**src/rtl/ascii_operand_parser.sv**
```systemverilog
// Parses "DD+DD=" ASCII expressions and latches the four operand digits for the ASCII adder.
// One- or two-digit operands; malformed streams abort with an error pulse and cause code.
module ascii_operand_parser #(
    parameter int unsigned       CHAR_W   = 7,
    parameter logic [CHAR_W-1:0] PLUS_CHR = 7'h2B,
    parameter logic [CHAR_W-1:0] EQ_CHR   = 7'h3D,
    parameter int unsigned       TIMEOUT  = 1000
) (
    input  logic              clk,
    input  logic              rst,
    input  logic [CHAR_W-1:0] in_char,
    input  logic              in_valid,
    output logic              in_ready,
    output logic [CHAR_W-1:0] AD,
    output logic [CHAR_W-1:0] AU,
    output logic [CHAR_W-1:0] BD,
    output logic [CHAR_W-1:0] BU,
    output logic              op_valid,
    input  logic              op_ack,
    output logic              err,
    output logic [1:0]        err_code
);

    localparam int unsigned       CNT_W    = (TIMEOUT > 0) ? $clog2(TIMEOUT + 1) : 1;
    localparam logic [CNT_W-1:0]  CNT_LAST = CNT_W'(TIMEOUT - 1);
    localparam bit                TO_EN    = (TIMEOUT > 0);
    localparam logic [CHAR_W-1:0] ZERO_CHR = CHAR_W'(48);
    localparam logic [CHAR_W-1:0] NINE_CHR = CHAR_W'(57);

    typedef enum logic [2:0] {StA0, StA1, StAop, StB0, StB1, StBeq, StHold} state_e;

    state_e            state;
    logic [CNT_W-1:0]  idle_cnt;
    logic [CHAR_W-1:0] a_d0, a_hi, a_lo, b_d0, b_hi, b_lo;
    logic              is_digit;
    logic              xfer;
    logic [1:0]        abort_code;

    assign is_digit = (in_char >= ZERO_CHR) && (in_char <= NINE_CHR);
    assign xfer     = in_valid && in_ready;

    // Cause of abort if the current character were accepted; 0 means the character is legal.
    always_comb begin
        abort_code = 2'd0;
        case (state)
            StA0, StB0: if (!is_digit) abort_code = 2'd1;
            StA1:       if (!is_digit && in_char != PLUS_CHR) abort_code = 2'd1;
            StAop:      if (is_digit) abort_code = 2'd2;
                        else if (in_char != PLUS_CHR) abort_code = 2'd1;
            StB1:       if (!is_digit && in_char != EQ_CHR) abort_code = 2'd1;
            StBeq:      if (is_digit) abort_code = 2'd2;
                        else if (in_char != EQ_CHR) abort_code = 2'd1;
            default:    abort_code = 2'd0;
        endcase
    end

    always_ff @(posedge clk or posedge rst) begin
        if (rst) begin
            state    <= StA0;
            idle_cnt <= '0;
            in_ready <= 1'b1;
            op_valid <= 1'b0;
            err      <= 1'b0;
            err_code <= 2'd0;
            AD       <= ZERO_CHR;
            AU       <= ZERO_CHR;
            BD       <= ZERO_CHR;
            BU       <= ZERO_CHR;
            a_d0     <= ZERO_CHR;
            a_hi     <= ZERO_CHR;
            a_lo     <= ZERO_CHR;
            b_d0     <= ZERO_CHR;
            b_hi     <= ZERO_CHR;
            b_lo     <= ZERO_CHR;
        end else begin
            err <= 1'b0;
            if (state == StHold) begin
                idle_cnt <= '0;
                if (op_ack) begin
                    op_valid <= 1'b0;
                    in_ready <= 1'b1;
                    state    <= StA0;
                end
            end else if (xfer) begin
                idle_cnt <= '0;
                if (abort_code != 2'd0) begin
                    err      <= 1'b1;
                    err_code <= abort_code;
                    state    <= StA0;
                end else begin
                    unique case (state)
                        StA0: begin
                            a_d0  <= in_char;
                            state <= StA1;
                        end
                        StA1: begin
                            if (is_digit) begin
                                a_hi  <= a_d0;
                                a_lo  <= in_char;
                                state <= StAop;
                            end else begin
                                a_hi  <= ZERO_CHR;
                                a_lo  <= a_d0;
                                state <= StB0;
                            end
                        end
                        StAop: state <= StB0;
                        StB0: begin
                            b_d0  <= in_char;
                            state <= StB1;
                        end
                        StB1: begin
                            if (is_digit) begin
                                b_hi  <= b_d0;
                                b_lo  <= in_char;
                                state <= StBeq;
                            end else begin
                                // '=' after a single B digit: commit with an implied leading zero
                                b_hi     <= ZERO_CHR;
                                b_lo     <= b_d0;
                                AD       <= a_hi;
                                AU       <= a_lo;
                                BD       <= ZERO_CHR;
                                BU       <= b_d0;
                                op_valid <= 1'b1;
                                in_ready <= 1'b0;
                                state    <= StHold;
                            end
                        end
                        StBeq: begin
                            AD       <= a_hi;
                            AU       <= a_lo;
                            BD       <= b_hi;
                            BU       <= b_lo;
                            op_valid <= 1'b1;
                            in_ready <= 1'b0;
                            state    <= StHold;
                        end
                        default: state <= StA0;
                    endcase
                end
            end else if (state != StA0) begin
                // Idle mid-expression: abort on the edge where the count reaches TIMEOUT
                if (TO_EN && idle_cnt == CNT_LAST) begin
                    idle_cnt <= '0;
                    err      <= 1'b1;
                    err_code <= 2'd3;
                    state    <= StA0;
                end else if (idle_cnt != {CNT_W{1'b1}}) begin
                    idle_cnt <= idle_cnt + 1'b1;
                end
            end else begin
                idle_cnt <= '0;
            end
        end
    end

endmodule

```
**config.mk**
```make
export PLATFORM = sky130hd
export DESIGN_NAME = ascii_operand_parser
export DESIGN_NICKNAME = d
export VERILOG_FILES = /design/src/rtl/ascii_operand_parser.sv
export SDC_FILE = /design/constraint.sdc
export NUM_CORES = 1
export LEC_CHECK = 0
export BUFFER_PORTS_ARGS = -buffer_cell sky130_fd_sc_hd__buf_4
export CAP_MARGIN = 20
export CELL_PAD_IN_SITES_DETAIL_PLACEMENT = 1
export CELL_PAD_IN_SITES_GLOBAL_PLACEMENT = 2
export CORE_ASPECT_RATIO = 0.5
export CORE_MARGIN = 4
export CORE_UTILIZATION = 39
export DETAILED_ROUTE_END_ITERATION = 16
export PLACE_DENSITY_LB_ADDON = 0.1
export SLEW_MARGIN = 20
export SYNTH_ARGS = -nofsm -noshare
export SYNTH_HDL_FRONTEND = slang
export SYNTH_SLANG_ARGS = --single-unit
```
**constraint.sdc**
```tcl
create_clock -name clk -period 3.9 [get_ports clk]
set_clock_uncertainty 0.2 [all_clocks]
set_input_delay 0.78 -clock clk [delete_from_list [all_inputs] [get_ports clk]]
set_output_delay 0.78 -clock clk [all_outputs]
set_load 0.05 [all_outputs]
```
[After elaboration in Yosys (flattened, before gate mapping)]
Cells that the tools add are included.
Word-level totals
  bits in registers: 88
  input bits: 11
  output and inout port bits: 33
  logic and storage cells: 116
Operators by class
  add/subtract/negate cells: 1
  order comparisons: 2
  equality and inequality tests: 16
  muxes and demuxes: 55
  bitwise gates (word level): 2
  reduce and logical (&&, ||, !) cells: 24
Operators by type and width (count)
  7-bit two-way mux: 8
  7-bit case mux with 2 select lines: 4
  10-bit two-way mux: 5
  1-bit two-way mux: 21
  4-bit AND reduction: 5
  3-bit two-way mux: 6
  3-bit case mux with 6 select lines: 1
  2-bit two-way mux: 7
  7-bit by 6-bit != test with 1-bit output (second input constant): 2
  3-bit nonzero test: 4
  10-bit by 1-bit adder with 10-bit output (second input constant): 1
  10-bit equality test (second input constant): 1
  10-bit != test (second input constant): 1
  2-bit case mux with 5 select lines: 1
  5-bit AND reduction: 2
  2-bit nonzero test: 5
  3-bit equality test (second input constant): 3
  7-bit by 6-bit greater-or-equal comparator with 1-bit output (second input constant): 1
  7-bit by 6-bit <= comparator with 1-bit output (second input constant): 1
  3-bit by 2-bit equality test with 1-bit output (second input constant): 2
  2-bit != test (second input constant): 3
  5-bit by 3-bit != test with 1-bit output (second input constant): 1
  1-bit logical AND: 4
  1-bit case mux with 2 select lines: 2
  8 further kinds: 9

[Logic depth before layout (Yosys ltp)]
  word-level depth: 10
  mapped depth: 8
  depth with buffers taken out: 6

[Worst setup path after synthesis]
OpenSTA, ideal clock, no wires.
  path type: in2reg
  start point: in in_char[2]
  end point: reg AD[3]
  library setup time: 0.125 ns
  arrival time: 2.477 ns
  required time: 3.575 ns
  slack: 1.098 ns
  cell stages on the path: 6
  buffers on the path: 2
  cell sequence: or4b_4 -> o21ai_1 -> or4b_1 -> buf_6 -> buf_8 -> mux2_4
Between the ends
  longest elaborated chain between the ends: 9
  elaborated cells between the ends (all ways): 20
  classes of those cells: order compare (2); eq/ne (3); mux (8); bitwise (1); reduce/logical (6)
RTL lines
  start: declaration: RTL line 11  | input logic [CHAR_W-1:0] in_char,
  7-bit by 6-bit greater-or-equal comparator with 1-bit output / 7-bit by 6-bit <= comparator with 1-bit output (equally long branches): RTL line 39  | assign is_digit = (in_char >= ZERO_CHR) && (in_char <= NINE_CHR);
  1-bit logical AND: RTL line 39
  1-bit logical NOT: RTL line 47, 50
  1-bit logical AND, on equally long branches: RTL line 50, 47
  1-bit two-way mux, on equally long branches: RTL line 50, 47
  2-bit case mux with 5 select lines: RTL line 45  | case (state)
  2-bit nonzero test: RTL line 86  | if (abort_code != 2'd0) begin
  1-bit inverter (no line)
  5-bit AND reduction (no line) (*)
  end signal: assignment: RTL line 121  | AD <= a_hi;
  end signal: assignment: RTL line 131  | AD <= a_hi;
  end: declaration: RTL line 14  | output logic [CHAR_W-1:0] AD,
Mark *: on every way between the ends. The rest lies on a longest branch, timed or not.
A chain may end at the register's enable or synchronous reset.

[Worst setup path in the final report]
  start point: reg state[2]
  end point: reg BD[0]
Between the ends
  longest elaborated chain between the ends: 6
  elaborated cells between the ends (all ways): 16
  classes of those cells: eq/ne (7); mux (2); bitwise (2); reduce/logical (5)
RTL lines
  start: declaration: RTL line 32  | state_e state;
  start signal: assignment: RTL line 59  | state <= StA0;
  start signal: assignment: RTL line 82  | state <= StA0;
  start signal: assignment: RTL line 89  | state <= StA0;
  3-bit by 2-bit equality test with 1-bit output / 3-bit logical NOT (equally long branches): RTL line 45
  2-bit OR reduction: RTL line 45
  2-bit case mux with 5 select lines: RTL line 45
  2-bit nonzero test: RTL line 86
  1-bit inverter (no line)
  5-bit AND reduction (no line)
  end signal: assignment: RTL line 133  | BD <= b_hi;
  end: declaration: RTL line 16  | output logic [CHAR_W-1:0] BD,
Parallel ways exist; a longest one is shown, timed or not.

==> results.json <==
{
  "outcome": "finished, final reports clean",
  "layout.filler_cells": 1055,
  "min_period_over_period": 0.807,
  "first_pass_grt_wire_length_um": 15300,
  "synth.largest_area_cell": "dfrtp_1",
  "proportion_of_synthesized_flip_flops_having_asynchronous_set_or_reset": 1.00,
  "ctsLongestPathBuffers": 2,
  "grt_remaining_overflow": 0,
  "dp_hpwl_um": 6760,
  "cts_inserted_buffers": 9,
  "synthTopCellsByCount": "dfrtp_1 (67), nand2_1 (43), o21ai_0 (26), nor2_1 (24), dfstp_2 (21)",
  "h_tree_levels": 3,
  "final_core_utilization": 0.486,
  "max_slew_margin": 0.355,
  "grt_pass1_vias": 2827,
  "final.min_clock_period_ns": 3.15,
  "postCtsSetupBuffers": 0,
  "crit_buf_inv": 1,
  "yosysSeqAreaShare": 0.574,
  "drt_drc_violations_left": 0,
  "share_of_total_power_in_the_clock_network": 0.464,
  "synth_flop_cell": "dfrtp_1",
  "multiInputGateArea_sq_um": 1560,
  "synth_warnings": 0,
  "fp.coreArea_sq_um": 9570,
  "num_antenna_cells": 0,
  "timing.critical_path.slowest_stage_cell": "or4b_2",
  "globalRouteTotalUtil": 0.168,
  "p_int_mw": 1.57,
  "cap_viol_max_count": 0,
  "floorplan.initialDensity": 0.406,
  "postSynthCellCount": 337,
  "antenna_found_initial": 0,
  "power.leakage_nw": 2.13,
  "post-synth-top-area-fraction": 0.432,
  "critical_path.cell_chain": "or4b_4 -> o21ai_1 -> or4b_2 -> buf_4 -> nand2_1 -> o21ai_0",
  "die_x_um": 149,
  "fraction_of_power_consumed_by_combinational_cells": 0.051,
  "wl_per_cell_um": 18.0,
  "worst_ep_required_time_ns": 3.92,
  "cts.hold.buffers_added": 0,
  "areaGrowthSynthToFinish_pct": 19.9,
  "endpoint_kind": "flip-flop",
  "power_switching_mw": 0.433,
  "netSwitchingFraction": 0.216,
  "largest_driver_fanout_on_the_critical_path": 24,
  "transition_at_the_pin_with_the_smallest_max_transition_slack_ns": 0.961,
  "finalHoldViolCount": 0,
  "startpoint_type": "flip-flop",
  "dieArea_sq_um": 11700,
  "finalWeightedCongestion": 0.807,
  "timing.fmax_mhz": 318,
  "io_pins": 44,
  "synth.top_cells.by_area": "dfrtp_1 (43%), dfstp_2 (14%), mux2_4 (4.3%), nand2_1 (4.2%), mux2i_1 (4.1%)",
  "synth.ff_latch_count": 88,
  "vias": 2745,
  "peak_supply_drop_v": 0.000244,
  "grt_max_degree": 50,
  "drt.antenna.violating_nets": 0,
  "avgSynthCellArea_sq_um": 11.5,
  "ff_latch_area_sq_um": 2230,
  "router_iterations_before_antenna_repair": 4,
  "power_per_cell_area_nw_per_um2": 431,
  "synth_enable_flop_cells": 0,
  "port_buffers": 43,
  "crit_path_max_incr_delay_ns": 0.98,
  "clock_latency_ns": 0.34,
  "setup_viol": 0,
  "synth_area_sq_um": 3880,
  "syn-num-nets": 349,
  "crit_arrival_ns": 3.16,
  "cell_type_group_with_the_largest_total_delay_on_the_critical_path": "simple AND/OR/NAND/NOR gates",
  "critPathKind": "reg2reg",
  "hold_path_class": "reg2reg",
  "numClockSinks": 88,
  "dieHeight_um": 78.6,
  "timing_max_transition_violations_final": 0,
  "synthMostInstantiatedCell": "dfrtp_1",
  "drt-total-wl_um": 9380,
  "cts_repair_resize_count": 0,
  "route.detailed.vias_per_inst": 5.26,
  "clockRootBuffer": "clkbuf_16",
  "fin_nets": 394,
  "fin_tns_setup_ns": 0,
  "first_iter_violations": 130,
  "core.rowCount": 25,
  "clkSlewWorstSetupHoldPaths_ns": 0.06,
  "seq_power_share": 0.485,
  "final_layout_size_suffix_gt1_frac": 0.295,
  "synth.lib_cells_used.distinct": 44,
  "tritoncts": "yes",
  "grt_setup_unrepaired": "false"
}
==> cell families after synthesis <==
kind of cell | Yosys count | synth area share
xor gates and xnor gates | 6 | 0.0135
buffers and inverters | 18 | 0.0242
and+or+nand+nor | 120 | 0.157
AOI/OAI and AO/OA | 66 | 0.112
adders and majority gates | 1 | 0.00322
DFF | 88 | 0.574
muxes | 38 | 0.116
==> layout by cell type, fill, tap and decap left out, drive strengths merged, types with 5 or more instances in the layout <==
cell	count
nor2b	9
mux2	22
nand4	5
nand2b	6
nand2	43
dfrtp	67
nor3	6
clkbuf	11
nor2	24
o21ai	27
a21oi	7
dfstp	21
a22o	10
and3	7
buf	48
mux2i	16
==> power by group through the flow <==
stage | logic [mW] | registers [mW] | clock network, mW
after floorplan | 0.0655 | 0.983 | 0
after global placement | 0.100 | 0.987 | 0
final | 0.102 | 0.973 | 0.930
after CTS | 0.105 | 0.973 | 0.954
after detailed placement | 0.104 | 0.989 | 0
after global routing | 0.115 | 0.975 | 1.01
==> area by class of cell <==
| class | instances | area share |
|---|---|---|
| Clock inverter | 5 | 0.0169 |
| Inverter | 4 | 0.00349 |
| Clock buffer | 11 | 0.0521 |
| Timing Repair Buffer | 48 | 0.0774 |
| Tap cell | 135 | 0.0363 |
| Multi-Input combinational cell | 231 | 0.335 |
| Sequential cell | 88 | 0.479 |
==> worst paths after layout <==
kind | from | to | slack, ns | depth (start not counted)
setup / recovery | state[2] | BD[0] | 0.75 | 6
hold / removal | BD[1] | BD[1] | 0.28 | 2
setup reg to reg | state[2] | BD[0] | 0.75 | 6
hold reg to reg | BD[1] | BD[1] | 0.28 | 2
max in group asynchronous | rst | a_d0[4] | 2.21 | 3
min in group asynchronous | rst | BD[2] | 0.41 | 2
==> worst register-to-register path, delay by kind of cell, from the launching register on <==
| kind | cells | cell delay [ns] |
|---|---|---|
| simple gates | 3 | 1.67 |
| flops | 1 | 0.57 |
| buf+inv | 1 | 0.35 |
| compound gates | 2 | 0.25 |
==> through the flow <==
step                setup slack, ns  instances  hold WS, ns  power, mW  instance area, sq um
floorplan                     0.676        337        0.250       1.05                  3880
global placement              0.510        506        0.265       1.09                  4330
detailed placement            0.416        506        0.280       1.09                  4330
CTS                           0.748        522        0.292       2.03                  4660
global route                  0.586        522        0.304       2.10                  4660
finish                        0.754        522        0.283       2.00                  4660
==> state kept, by name, summed over array words and instances, names as in the netlist, 3 cells and up <==
name      flops
AD            7
AU            7
BD            7
BU            7
a_d0          7
a_hi          7
a_lo          7
b_d0          7
b_hi          7
b_lo          7
idle_cnt     10
state         3
==> per-layer routing <==
layer / global-route usage / wire (um) / vias to the layer above
met5: 0 / 0 / -
met4: 0.0411 / 100 / 0
met3: 0.0525 / 369 / 9
met2: 0.241 / 4080 / 35
met1: 0.247 / 4830 / 1409
li1: - / - / 1292
(Power assumes the default switching activity.)
